[config.mk]
export PLATFORM = sky130hd
export DESIGN_NAME = cache_fill_arbiter
export DESIGN_NICKNAME = d
export VERILOG_FILES = /design/src/rtl/cache_arb_pkg.sv /design/src/rtl/cache_fill_arbiter_word_cnt.sv /design/src/rtl/cache_fill_arbiter.sv
export SDC_FILE = /design/constraint.sdc
export NUM_CORES = 1
export LEC_CHECK = 0
export CORE_ASPECT_RATIO = 0.6
export CORE_MARGIN = 2
export CORE_UTILIZATION = 31
export DETAILED_ROUTE_END_ITERATION = 12
export GPL_ROUTABILITY_DRIVEN = 0
export GPL_TIMING_DRIVEN = 0
export PLACE_DENSITY = 0.83
export SYNTH_ARGS = -nofsm -noshare
export SYNTH_HDL_FRONTEND = slang
export SYNTH_SLANG_ARGS = --single-unit
export TNS_END_PERCENT = 30
[constraint.sdc]
create_clock -name clk -period 2.4 [get_ports clk]
set_input_delay 0.48 -clock clk [delete_from_list [all_inputs] [get_ports clk]]
set_output_delay 0.48 -clock clk [all_outputs]
set_load 0.02 [all_outputs]
[src/rtl/cache_arb_pkg.sv]
// Shared types and constants for the I/D cache fill arbiter.
package cache_arb_pkg;

  localparam int          BLK_WORDS = 8;          // words per cache block
  localparam int          MEM_LAT   = 4;          // memory read latency, mem_en to mem_valid
  localparam logic [15:0] BLK_MASK  = 16'hFFF0;   // clears the byte offset within a block

  typedef enum logic [1:0] {
    IDLE,
    ISSUE,
    DRAIN,
    DONE
  } fill_state_t;

  typedef enum logic {
    OWN_I,
    OWN_D
  } owner_t;

endpackage

[src/rtl/cache_fill_arbiter_word_cnt.sv]
// Three-bit word counter with clear, enable and a flag on the last word of a block.
module word_cnt
  import cache_arb_pkg::*;
(
  input  logic       clk,
  input  logic       rst_n,
  input  logic       clr_i,
  input  logic       en_i,
  output logic [2:0] cnt_o,
  output logic       last_o
);

  logic [2:0] cnt_q, cnt_d;

  // Next count: clear wins over enable so a new block always starts at word 0.
  always_comb begin
    // NOTE: assign a default before any branch so no path leaves cnt_d unassigned (that would infer a latch).
    cnt_d = cnt_q;
    if (clr_i) begin
      cnt_d = '0;
    end else if (en_i) begin
      cnt_d = cnt_q + 3'd1;
    end
  end

  // Count register.
  always_ff @(posedge clk or negedge rst_n) begin
    // NOTE: non-blocking assignments for state so every flop samples its pre-edge inputs.
    if (!rst_n) begin
      cnt_q <= '0;
    end else begin
      cnt_q <= cnt_d;
    end
  end

  assign cnt_o  = cnt_q;
  assign last_o = (cnt_q == 3'(BLK_WORDS - 1));

endmodule

[src/rtl/cache_fill_arbiter.sv]
// Arbitrates the shared main memory between I-cache and D-cache block fills and
// passes D-cache write-through stores to memory whenever no fill is in progress.
module cache_fill_arbiter
  import cache_arb_pkg::*;
#(
  parameter int ADDR_W = 16,
  parameter int DATA_W = 16
) (
  input  logic              clk,
  input  logic              rst_n,
  input  logic              i_miss,
  input  logic [ADDR_W-1:0] i_miss_addr,
  input  logic              d_miss,
  input  logic [ADDR_W-1:0] d_miss_addr,
  input  logic              st_req,
  input  logic [ADDR_W-1:0] st_addr,
  input  logic [DATA_W-1:0] st_data,
  output logic              st_ack,
  output logic              mem_en,
  output logic              mem_wr,
  output logic [ADDR_W-1:0] mem_addr,
  output logic [DATA_W-1:0] mem_wdata,
  input  logic [DATA_W-1:0] mem_rdata,
  input  logic              mem_valid,
  output logic              i_fill_wen,
  output logic              d_fill_wen,
  output logic [2:0]        fill_word,
  output logic [DATA_W-1:0] fill_data,
  output logic              i_tag_wen,
  output logic              d_tag_wen,
  output logic              i_fill_done,
  output logic              d_fill_done,
  output logic              busy
);

  // Block-align mask widened to ADDR_W with all upper bits kept.
  localparam logic [ADDR_W-1:0] BASE_MASK = ~ADDR_W'(~BLK_MASK);

  fill_state_t       state_q, state_d;
  owner_t            owner_q, owner_d;
  logic [ADDR_W-1:0] base_q, base_d;

  logic [2:0] issue_cnt, recv_cnt;
  logic       issue_last, recv_last;
  logic       in_fill, fill_beat, recv_done;

  // Returning words are only accepted while a fill owns the memory; the 8th one ends it.
  assign in_fill   = (state_q != IDLE);
  assign fill_beat = in_fill && mem_valid;
  assign recv_done = fill_beat && recv_last;

  word_cnt u_issue_cnt (
    .clk    (clk),
    .rst_n  (rst_n),
    .clr_i  (state_q == IDLE),
    .en_i   (state_q == ISSUE),
    .cnt_o  (issue_cnt),
    .last_o (issue_last)
  );

  word_cnt u_recv_cnt (
    .clk    (clk),
    .rst_n  (rst_n),
    .clr_i  (state_q == IDLE),
    .en_i   (fill_beat),
    .cnt_o  (recv_cnt),
    .last_o (recv_last)
  );

  // State, owner and block base registers.
  always_ff @(posedge clk or negedge rst_n) begin
    if (!rst_n) begin
      state_q <= IDLE;
      owner_q <= OWN_I;
      base_q  <= '0;
    end else begin
      state_q <= state_d;
      owner_q <= owner_d;
      base_q  <= base_d;
    end
  end

  // Next state: a store takes the IDLE cycle, otherwise D misses win over I misses.
  always_comb begin
    state_d = state_q;
    owner_d = owner_q;
    base_d  = base_q;
    case (state_q)
      IDLE: begin
        if (!st_req) begin
          if (d_miss) begin
            state_d = ISSUE;
            owner_d = OWN_D;
            base_d  = d_miss_addr & BASE_MASK;
          end else if (i_miss) begin
            state_d = ISSUE;
            owner_d = OWN_I;
            base_d  = i_miss_addr & BASE_MASK;
          end
        end
      end
      ISSUE: begin
        if (recv_done) begin
          state_d = DONE;
        end else if (issue_last) begin
          state_d = DRAIN;
        end
      end
      DRAIN: begin
        if (recv_done) begin
          state_d = DONE;
        end
      end
      DONE:    state_d = IDLE;
      default: state_d = IDLE;
    endcase
  end

  // Outputs: memory requests from state and issue count, fill steering from the owner.
  always_comb begin
    st_ack      = 1'b0;
    mem_en      = 1'b0;
    mem_wr      = 1'b0;
    mem_addr    = '0;
    mem_wdata   = '0;
    i_fill_wen  = 1'b0;
    d_fill_wen  = 1'b0;
    fill_data   = '0;
    i_tag_wen   = 1'b0;
    d_tag_wen   = 1'b0;
    i_fill_done = 1'b0;
    d_fill_done = 1'b0;
    case (state_q)
      IDLE: begin
        if (st_req) begin
          st_ack    = 1'b1;
          mem_en    = 1'b1;
          mem_wr    = 1'b1;
          mem_addr  = st_addr;
          mem_wdata = st_data;
        end
      end
      ISSUE: begin
        mem_en   = 1'b1;
        mem_addr = base_q + ADDR_W'({issue_cnt, 1'b0});
      end
      DONE: begin
        if (owner_q == OWN_D) begin
          d_tag_wen   = 1'b1;
          d_fill_done = 1'b1;
        end else begin
          i_tag_wen   = 1'b1;
          i_fill_done = 1'b1;
        end
      end
      default: ;
    endcase
    if (fill_beat) begin
      fill_data = mem_rdata;
      if (owner_q == OWN_D) begin
        d_fill_wen = 1'b1;
      end else begin
        i_fill_wen = 1'b1;
      end
    end
  end

  assign fill_word = recv_cnt;
  assign busy      = in_fill;

endmodule

* Word-level counts from Yosys, hierarchy flattened *
Cells that the tools add are included.
Widths: inputs -> output; s select.

word-level totals
  bits in registers = 25
  logic and storage cells = 56

cells by class
  add/sub/neg operators = 3
  equality and inequality tests = 9
  muxes and demuxes = 29
  bitwise operators = 1
  reductions and logical operators = 9

operator list
  operator             count
  $mux 16              6
  $pmux 16 s2          1
  $add 16x4->16        1
  $mux 2               6
  $mux 3               4
  $mux 1               10
  $pmux 2 s4           1
  $reduce_bool 2->1    4
  $add 3x1->3 const B  2
  $eq 3x3->1 const B   2
  $ne 3x3->1 const B   2
  $eq 2x2->1 const B   2
  $ne 2x2->1 const B   2
  $reduce_and 4->1     1
  $reduce_and 3->1     1
  $eq 2x1->1 const B   1
  $logic_and 1x1->1    2
  $logic_not 2->1      1
  $pmux 1 s2           1
  $not 1->1            1

* Logic depth before layout (Yosys ltp) *
  depth after elaboration = 5
  gate-level depth with buffers = 8
  gate-level depth less buffers = 6

* Cells and area by module *
Synthesis repeated with hierarchy kept, for this count alone.

second synthesis, totals
  cell total of the unflattened synthesis = 164
  area, all modules = 1644.1 sq um

modules (own cells, without submodules)
  module              instances  cells an instance  area an instance (sq um)  seq. area each (sq um)
  cache_fill_arbiter  1          142                1363.8                    375.4
  word_cnt            2          11                 140.1                     75.1

* Worst setup path before layout *
No wires, ideal clock.

  path type = register -> output
  start = reg state_q[0]
  end = out mem_addr[11]
  data arrival time = 1.489 ns
  required time = 1.920 ns
  setup slack = 0.431 ns
  stages on the path, launching flop included = 8
  cell sequence = dfrtp_1 > inv_1 > ha_1 > buf_2 > and2_1 > buf_2 > buf_6 > a22o_1

on the way
  word-level cells in the longest chain between the ends = 2
  elaborated cells between the ends (all ways) = 3
  classes of those cells = eq/ne: 1; mux: 1; reduce/logical: 1

RTL lines
  element                                        RTL line                   source
  start, declared                                cache_fill_arbiter.sv:39   fill_state_t state_q, state_d;
  start signal, assigned                         cache_fill_arbiter.sv:77   state_q <= state_d;
  $eq 2x1->1 or $logic_not 2->1 (tied branches)  cache_fill_arbiter.sv:133  case (state_q)
  $pmux 16 s2 *                                  cache_fill_arbiter.sv:133
  end, declared                                  cache_fill_arbiter.sv:21   output logic [ADDR_W-1:0] mem_addr,

Mark *: on every way between the ends. The rest lies on a longest branch, timed or not.

* Worst setup path in the final report *
  start = reg state_q[1]
  end = out mem_addr[7]

The elaborated chain is that of the path after synthesis.

==> metrics.md <==
| Metric | Value |
|---|---|
| Detailed-route wire length | `around 5.2 mm` |
| Area added between synthesis and finish | `88.3%` |
| Total CTS buffers | `3` |
| DRC violations left | `0` |
| Crit-path most repeated cell | `buf_4` |
| Synth warn | `0` |
| N_diodes | `0` |
| Die Wd | `about 95 µm` |
| Status | `completed` |
| Cell internal pwr | `approximately 1.5 mW` |
| Crit path cell chain | `inv_1, ha_1, buf_4, and2_1, buf_4, buf_8, a22o_1, buf_2` |
| Synth Instances | `between 150 and 200` |
| Setup crit end kind | `output pin` |
| WHS | `approximately 530 ps` |
| Met2 wire length | `approximately 2.3 mm` |
| Top Layer Used | `met3` |
| Hold Crit Endpoint | `base_q[6]` |
| Synth Register Bits | `21` |
| Worst skew pair latency | `about 250 ps` |
| VDD IR-drop max | `a little over 0.5 mV` |
| Pwr Total | `2.78 mW` |
| Number of max-cap violations | `0` |
| Pwr/cell area | `950 nW/µm²` |
| Netlist cell types | `28` |
| Largest net degree at the start of global routing | `22` |
| Clock Skews | `2.76 ps` |
| Startpoint types | `flip-flop` |
| First-pass GRT wire length | `about 8 mm` |
| Seq pwr share | `22.8%` |
| Pre-Repair DR Iteration Count | `4` |
| Reg-to-reg slack, setup | `roughly 800 ps` |
| Clock slew at reported path FFs | `approximately 70 ps` |
| Antenna-violating nets left | `0` |
| IO Port Bufs | `~140` |
| EDFF count, synth | `0` |
| Top cell family by delay on the critical path | `buffers and inverters` |
| I/O pin count | `147` |
| CP max-delay cell | `dfrtp_1` |
| Worst hold start | `base_q[6]` |
| Mapped Avg Cell Area | `9.41 µm²` |
| Crit path max fanout | `11` |
| CTS H-tree depth | `1` |
| Reg-to-reg startpoint | `state_q[1]` |
| Sw Pwr | `between 1 and 1.5 mW` |
| Slew @ Worst Pin | `about 950 ps` |
| Async SR Flop Fraction | `100%` |
| Cells on worst reg2reg path | `7` |
| Final setup vio count | `0` |
| Ratio of cells with drive above 1 in the final layout | `approximately a fifth` |
| Core outline area | `about 4700 µm²` |
| Clock power frac | `8.1%` |
| RSZ-0062 raised after global routing | `yes` |
| Fill count | `roughly 440` |
| Final WS setup | `~47 ps` |
| HP Class | `reg -> reg` |
| Number of global-route vias before repair | `1614` |
| Top FF cell, synth | `dfrtp_1` |
| Post-Syn Area | `around 1600 µm²` |
| Switching share of power | `between 40% and 50%` |
| Post-place setup slack | `-499 ps` |
| Maximum clock insertion buffer count | `2` |
| Starting Density | `around a third` |
| CP max stage delay | `between 300 and 400 ps` |
| CP required | `1920 ps` |
| CTS Hold Bufs | `0` |
| CP bufs+invs | `5` |
| WP data arrival | `~1900 ps` |
| Register area share after synthesis | `roughly a third` |
| Max frequency | `between 0.4 and 0.5 GHz` |
| Initial DRC Count | `53` |
| Initial antenna violation count | `0` |
| CTS tree | `built` |
| M1 WL | `about 2.5 mm` |
| Post-DR wirelength/cell | `around 14 µm` |
| # clock sinks | `21` |
| Root buffer cell | `clkbuf_8` |
| HPWL after detailed placement | `4.31 mm` |
| Routed vias | `between 1500 and 2000` |
| Final Max Slew Viols | `0` |
| P_leak | `about 1.5 nW` |
| Multi-input logic area | `913 µm²` |
| Total GRT Usage | `18.3%` |
| Met3 WL | `381 µm` |
| Final Hold Vio Count | `0` |
| Comb power frac | `69.0%` |
| FF/Latch Area | `approximately 530 µm²` |
| Die footprint | `~5600 µm²` |
| Die H | `~60 µm` |
| # rows | `19` |
| Critical path class | `reg -> out` |
| Final period utilization | `between 90% and 100%` |
| Clock period minus worst slack | `about 2400 ps` |
| Final Net Count | `between 400 and 500` |
| Total gr overflow | `0` |
| Slew headroom | `between 30 and 40%` |
| Hold Crit Depth | `2` |
| Post-synth net total | `260` |
| FF-to-FF End | `base_q[14]` |
| Vias/cell | `about 4.6` |
-- flip-flops by register name, indices dropped and copies added (netlist names) --
name,cells
base_q,12
u_issue_cnt.cnt_o,3
u_recv_cnt.cnt_o,3
state_q,2
owner_q,1
-- metal layers --
| layer | global-route usage (%) | vias to the layer above |
|---|---|---|
| li1 | - | 858 |
| met1 | 27.4 | 777 |
| met2 | 28.2 | 58 |
| met3 | 4.87 | 0 |
| met4 | 0.414 | 0 |
| met5 | 0 | - |
-- worst reg2reg max path, cell delays in order, from the launching register on --
cell and delay (ps):
dfrtp_1 410, inv_1 110, ha_1 150, buf_4 150, inv_1 90, nor2_4 200, buf_2 280, a21oi_1 100
-- synthesized netlist by cell type, types with 2 or more instances --
library cell	count	area (µm²)
a21oi_1	12	60.1
a22o_1	15	131
and2_1	19	119
and3_1	17	106
buf_2	6	30.0
buf_4	4	30.0
buf_6	2	22.5
clkbuf_1	4	15.0
dfrtp_1	21	526
ha_1	9	113
inv_1	3	11.3
mux2i_1	16	160
nor2_1	19	71.3
nor2b_1	3	18.8
xnor2_1	2	17.5
-- cell families (layout without fill, tap and decap cells) --
family	after synthesis	in the layout	synth area share [%]
buffers and inverters	20	163	7.33
AOI/OAI and AO/OA	32	32	15.5
muxes	18	18	12.0
xor gates and xnor gates	2	2	1.13
DFF	21	21	33.8
and+or+nand+nor	63	63	23.0
adders and majority gates	9	9	7.25
-- metrics by stage --
stage          TNS (ps)  cells  utilization [%]  instance area [µm²]
2_1_floorplan         0    165                -                 1550
3_3_place_gp     -15980    365             64.1                 3000
3_5_place_dp     -16610    365             64.1                 3000
4_1_cts               0    371             64.5                 3020
5_1_grt            -167    371             62.4                 2920
6_report              0    371             62.4                 2920
-- how the worst max path moves through the flow --
stage	depth (start not counted)	end	startpoint	slack [ps]
after floorplan	7	mem_addr[11]	state_q[0]	430
after global placement	6	mem_addr[14]	st_req	-480
after detailed placement	6	mem_addr[1]	st_req	-500
after CTS	7	mem_en	state_q[0]	6
after global routing	8	mem_addr[7]	state_q[0]	-30
final	8	mem_addr[7]	state_q[1]	50
-- final cells by class --
type	count	area share, %
buffer	17	4.54
clock buffer	4	1.54
inverter	3	0.385
multi-input combinational	124	31.2
sequential	21	18.0
tap	63	2.70
timing repair buffer	139	41.6
-- what timing repair did --
action,CTS,global route
gates resized for setup,116,26
setup endpoints to repair,53,32
buffers inserted,2,0
-- power groups by stage --
stage	combinational, mW	sequential (mW)	clock, mW
2_1_floorplan	1.16	0.642	0
3_3_place_gp	2.02	0.639	0
3_5_place_dp	2.05	0.646	0
4_1_cts	1.97	0.631	0.235
5_1_grt	2.07	0.656	0.255
6_report	1.92	0.634	0.226
-- placed cells by master (no fill, tap or decap), drive strengths merged --
master,netlist,final
buf,12,37
clkbuf,5,14
a31o,1,1
o2bb2ai,1,1
a31oi,1,1
dfrtp,21,21
clkdlybuf4s50,0,84
o31ai,1,1
nor2b,4,4
mux2i,16,16
inv,3,3
ha,9,9
or2,1,1
mux2,2,2
a22o,15,15
o21bai,1,1
dlygate4sd2,0,25
nor2,20,20
xnor2,2,2
and3,17,17
and2,19,19
a21oi,12,12
nand2,2,2
Power figures use the tool's default switching activity.
==> RTL change 1 (same settings) <==
Make the reset (`rst_n`) synchronous in 2 clocked blocks.
--- a/src/rtl/cache_fill_arbiter_word_cnt.sv
+++ b/src/rtl/cache_fill_arbiter_word_cnt.sv
@@ -25,5 +25,5 @@
 
   // Count register.
-  always_ff @(posedge clk or negedge rst_n) begin
+  always_ff @(posedge clk) begin
     // NOTE: non-blocking assignments for state so every flop samples its pre-edge inputs.
     if (!rst_n) begin
--- a/src/rtl/cache_fill_arbiter.sv
+++ b/src/rtl/cache_fill_arbiter.sv
@@ -69,5 +69,5 @@
 
   // State, owner and block base registers.
-  always_ff @(posedge clk or negedge rst_n) begin
+  always_ff @(posedge clk) begin
     if (!rst_n) begin
       state_q <= IDLE;
Function: differs if rst_n is asserted again (counterexample within 4 cycles, from zero or initial values and one cycle with rst_n low); with rst_n held inactive, the same outputs for 10 cycles.
==> RTL change 1 against the unedited design <==
Area after synthesis down 2.3%. Setup slack better by 0.025 ns. Sequential cell count unchanged. Routed wire length up 1.9%. Final area down 0.26%. Via count up 1.5%. Power down 12%. Sequential power down 23%. Final cell count up 0.27%. Largest cell class unchanged.
==> RTL change 1: results (changes against the unedited design) <==
nets=405 (was 404); Worst Hold Launch=base_q[10]$_SDFFE_PN0P_ (was base_q[6]$_DFFE_PN0P_); first-pass GRT wire length=8162 um (was 8038 um); Cell Area, Placed=0.002958 mm2 (was 0.003003 mm2); drt first-iter violations=36 (was 53); Worst-path clk slew=0.07 ns (about the same); register area share after synthesis=27.70% (was 33.84%); HPWL after detailed placement=4515 um (was 4307 um); post-synthesis cell type count=24 (was 28); count of input and output buffers=136 (was 137); max FFs per register=12 (unchanged); initial antenna violation count=0 (unchanged); n_diodes=0 (unchanged); Post-CTS Setup Bufs=0 (was 2); CTS root buffer=clkbuf_8 (unchanged); DR pass1 iterations=4 (unchanged); largest net degree at the start of global routing=12 (was 22); Least-Margin Pin Slew=0.4875 ns (was 0.9528 ns); GR Overflow Total=0 (unchanged); syn nets=265 (was 260); Post-synth top cells=21 x dfxtp_1, 19 x mux2i_1, 18 x and3_1 (was 21 x dfrtp_1, 19 x and2_1, 19 x nor2_1); overall global routing resource usage=18.91% (was 18.34%); Setup Skew=0.003571 ns (was 0.002762 ns); layout cells sized above 1=17.15% (was 19.16%); Skew-Pair Late Insertion Delay=0.26 ns; Num CTS Buffers=3 (unchanged); status=complete, no violations (unchanged); largest register by flop count=base_q (unchanged); DP Worst Slack=-0.5857 ns (was -0.4994 ns); worst r2r src=state_q[0]$_SDFFE_PN0P_ (was state_q[1]$_DFFE_PN0P_); FFs w/ async S/R, synth=0% (was 100.0%); Critical Path Start=st_req (was state_q[1]$_DFFE_PN0P_); cell internal pwr=0.001332 W (was 0.001535 W); clock sink total=21 (unchanged); VDD IR max=0.0004556 V (was 0.0005090 V); CTS max path bufs=2 (unchanged); vias in the first global route=1644 (was 1614); Area contributors post-synth=dfxtp_1 28%, mux2i_1 13%, a22o_1 9.2% (was dfrtp_1 34%, mux2i_1 10%, a22o_1 8.5%); Pleak=1.525 nW (was 1.512 nW); YS warnings=0 (unchanged); Hold Crit Class=flip-flop to flip-flop (unchanged); CP Max Fanout=10 (was 11); CTS H-tree depth=1 (unchanged); final WL=5316 um (was 5216 um); Via Count=1719 (was 1693); Worst Path Arrival=1.85 ns (was 1.87 ns)
==> RTL change 1: cell types whose count changed in the layout (fill, tap and decap cells not counted), sizes merged, moves of 12 or more <==
cell	unedited run	this run
buf	37	14
clkdlybuf4s15	0	13
dfrtp	21	0
dfxtp	0	21
nor2	20	7
o211a	0	12
==> RTL change 1: logic make-up after synthesis <==
| family | count (synthesis) | share of synthesized area [%] |
|---|---|---|
| simple gates | 65 | 24.73 |
| compound gates | 32 | 19.21 |
| buf+inv | 22 | 7.254 |
| flops | 21 | 27.70 |
| mux | 19 | 12.53 |
| fa+ha+maj | 9 | 7.420 |
| xor+xnor | 2 | 1.154 |
==> RTL change 1: path summary, 6_finish.rpt <==
| path | endpoint | cells past startpoint | slack [ns] |
|---|---|---|---|
| worst max-delay path | mem_wdata[8] | 5 | 0.07 |
| worst min-delay path | base_q[10]$_SDFFE_PN0P_ | 1 | 0.50 |
| worst max register to register | base_q[14]$_SDFFE_PN0P_ | 8 | 0.56 |
| worst min register to register | base_q[10]$_SDFFE_PN0P_ | 1 | 0.50 |
==> RTL change 1: power by group through the flow <==
stage	clock (W)	sequential, W	combinational, W
floorplan	0	0.000480	0.00107
global placement	0	0.000488	0.00184
detailed placement	0	0.000493	0.00187
CTS	0.000233	0.000489	0.00174
global route	0.000251	0.000499	0.00185
finish	0.000232	0.000490	0.00173
==> RTL change 1: what timing repair did <==
item / CTS / global route
setup endpoints to repair: 53 / 33
cloned: 0 / 0
resized for setup: 81 / 48
==> RTL change 1: worst max-delay path, cell delays in order <==
cell,delay [ns]
clkdlybuf4s50_1,0.48
buf_2,0.21
clkbuf_4,0.21
and3_1,0.15
clkdlybuf4s15_1,0.31
==> RTL change 1: layout make-up <==
class	count	area (um2)
Fill cell	420	1719
Timing Repair Buffer	136	1252
Multi-Input combinational cell	127	992.2
Sequential cell	21	422.9
Buffer	17	110.1
Tap cell	63	78.83
Clock buffer	4	45.04
Inverter	4	15.01
==> RTL change 1: per-stage QoR <==
step,cells,TNS [ns]
2_1_floorplan,170,0
5_1_grt,372,-0.02430
3_3_place_gp,369,-19.44
6_report,372,0
3_5_place_dp,369,-20.24
4_1_cts,372,-0.1875
==> RTL change 1: layer usage <==
metal / track usage (%) / vias to the layer above / routed length [um]
li1: - / 875 / -
met1: 26.62 / 787 / 2516
met2: 29.80 / 57 / 2318
met3: 5.852 / 0 / 481
met4: 1.656 / 0 / 0
met5: 0 / - / 0
==> RTL change 2 (same flow settings) <==
Without the edit above. The parameter `DATA_W` goes from 16 to 24.
--- a/src/rtl/cache_fill_arbiter.sv
+++ b/src/rtl/cache_fill_arbiter.sv
@@ -5,5 +5,5 @@
 #(
   parameter int ADDR_W = 16,
-  parameter int DATA_W = 16
+  parameter int DATA_W = 24
 ) (
   input  logic              clk,
Ports: changed (resized fill_data, mem_rdata, mem_wdata and st_data); port bits go from 147 to 179. No check against the original RTL was run, so the function may have changed too.
==> RTL change 2 against the unedited design <==
Routed wire length is 18% higher. Setup slack better by 0.0044 ns. Register-to-register slack hardly changed. Global-route usage is 1.4 points higher. Power is 12% higher. Critical endpoint is now mem_addr[4]. Fmax is 0.19% higher. Final cell count is 14% higher. Hold slack better by 0.0021 ns. Area after synthesis is 7.1% higher. Final area is 17% higher. Critical path type unchanged. Sequential share of layout area is 2.6 points lower. First-iteration DRC count is 30% lower. Sequential cell count stayed put.
==> RTL change 2: results (changes against the unedited design) <==
nets=470 (was 404); Skew-Pair Late Insertion Delay=0.27 ns (was 0.25 ns); vias per cell=4.599 (was 4.563); most frequent cell after synthesis=and2_1 (was dfrtp_1); Area contributors post-synth=dfrtp_1 32%, and2_1 10%, mux2i_1 9.6% (was dfrtp_1 34%, mux2i_1 10%, a22o_1 8.5%); CTS H-tree depth=1 (unchanged); drt first-iter violations=37 (was 53); Post-synth top cells=27 x and2_1, 25 x and3_1, 21 x dfrtp_1 (was 21 x dfrtp_1, 19 x and2_1, 19 x nor2_1); status=complete, no violations (unchanged); vias in the first global route=1909 (was 1614); first-pass GRT wire length=9349 um (was 8038 um); Pleak=1.749 nW (was 1.512 nW); placed insts=418 (was 365); Hold Crit Class=flip-flop to flip-flop (unchanged); Worst-path clk slew=0.08 ns; post-route insts no fill=424 (was 371); cells after synthesis=183 (was 165); register area share after synthesis=31.60% (was 33.84%); DR pass1 iterations=4 (unchanged); overall global routing resource usage=19.73% (was 18.34%); layout cells sized above 1=15.92% (was 19.16%); DP Worst Slack=-0.5747 ns (was -0.4994 ns); fillers=454 (was 436); wire length per cell=14.52 um (was 14.06 um); VDD IR max=0.0005336 V (was 0.0005090 V); Least-Margin Pin Slew=0.9576 ns (was 0.9528 ns); # resized after CTS=111 (was 116); HPWL after detailed placement=5118 um (was 4307 um); count of input and output buffers=169 (was 137); syn nets=294 (was 260); Setup Skew=0.002525 ns (was 0.002762 ns); Cell Area, Placed=0.003437 mm2 (was 0.003003 mm2); largest net degree at the start of global routing=22 (unchanged); CP Max Fanout=10 (was 11); post-synthesis cell type count=27 (was 28)
## RTL change 2: cell count changes after synthesis, sizes merged
cell,before,now
and2,19,27
buf,12,11
clkbuf,5,8
and3,17,25
## RTL change 2: area by class of cell
class | instances | area (um2) | area share (%)
clock buffers | 3 | 41.29 | 1.208
inverters | 3 | 11.26 | 0.3294
plain buffers | 19 | 127.6 | 3.734
repair buffers | 171 | 1585 | 46.38
flip-flops and latches | 21 | 525.5 | 15.37
clock inverters | 1 | 5.005 | 0.1464
multi-input cells | 140 | 1040 | 30.42
well taps | 66 | 82.58 | 2.416
## RTL change 2: worst max-delay path: cells and delay by family (launching register included)
family	cells	cell delay, ns
AO/OA/AOI/OAI	1	0.23
flip-flops	1	0.40
adder cells (fa/ha/maj)	1	0.23
buffers and inverters	4	0.73
## RTL change 2: cells by family (layout without fill, tap and decap cells)
kind of cell / count (synthesis) / count (layout) / share of synthesized area (%)
compound gates: 32 / 32 / 15.28
xor+xnor: 2 / 2 / 1.054
fa+ha+maj: 9 / 9 / 6.772
buf+inv: 22 / 197 / 6.621
flops: 21 / 21 / 31.60
mux: 18 / 18 / 11.21
simple gates: 79 / 79 / 27.46
## RTL change 2: path summary, 6_finish.rpt
| kind | slack (ns) | to | cells after the start | start |
|---|---|---|---|---|
| min in group asynchronous | 0.74 | base_q[5]$_DFFE_PN0P_ | 1 | rst_n |
| max | 0.05 | mem_addr[4] | 6 | state_q[0]$_DFFE_PN0P_ |
| max reg2reg | 0.79 | state_q[1]$_DFFE_PN0P_ | 6 | state_q[0]$_DFFE_PN0P_ |
| min | 0.54 | base_q[10]$_DFFE_PN0P_ | 2 | base_q[10]$_DFFE_PN0P_ |
| min reg2reg | 0.54 | base_q[10]$_DFFE_PN0P_ | 2 | base_q[10]$_DFFE_PN0P_ |
| max in group asynchronous | 1.08 | u_issue_cnt.cnt_o[2]$_DFFE_PN0P_ | 1 | rst_n |
## RTL change 2: layer usage
metal,vias to the layer above,routed length [um],global-route usage [%]
met5,-,0,0
met4,0,21,2.153
met3,4,392,5.300
met2,65,3037,34.50
met1,899,2706,26.03
li1,982,-,-
## RTL change 2: power by group
group / internal [W] / total (W) / leakage (nW) / switching, W
sequential: 0.000520 / 0.000639 / 0.247 / 0.000119
combinational: 0.00106 / 0.00222 / 1.48 / 0.00117
clock: 0.000116 / 0.000236 / 0.0255 / 0.000120
## RTL change 2: through the flow
| step | power, W | hold slack (ns) |
|---|---|---|
| final | 0.003098 | 0.5365 |
| after global routing | 0.003316 | 0.5590 |
| after CTS | 0.003134 | 0.5386 |
| after detailed placement | 0.002974 | 0.5208 |
| after global placement | 0.002910 | 0.5087 |
| after floorplan | 0.001948 | 0.1844 |
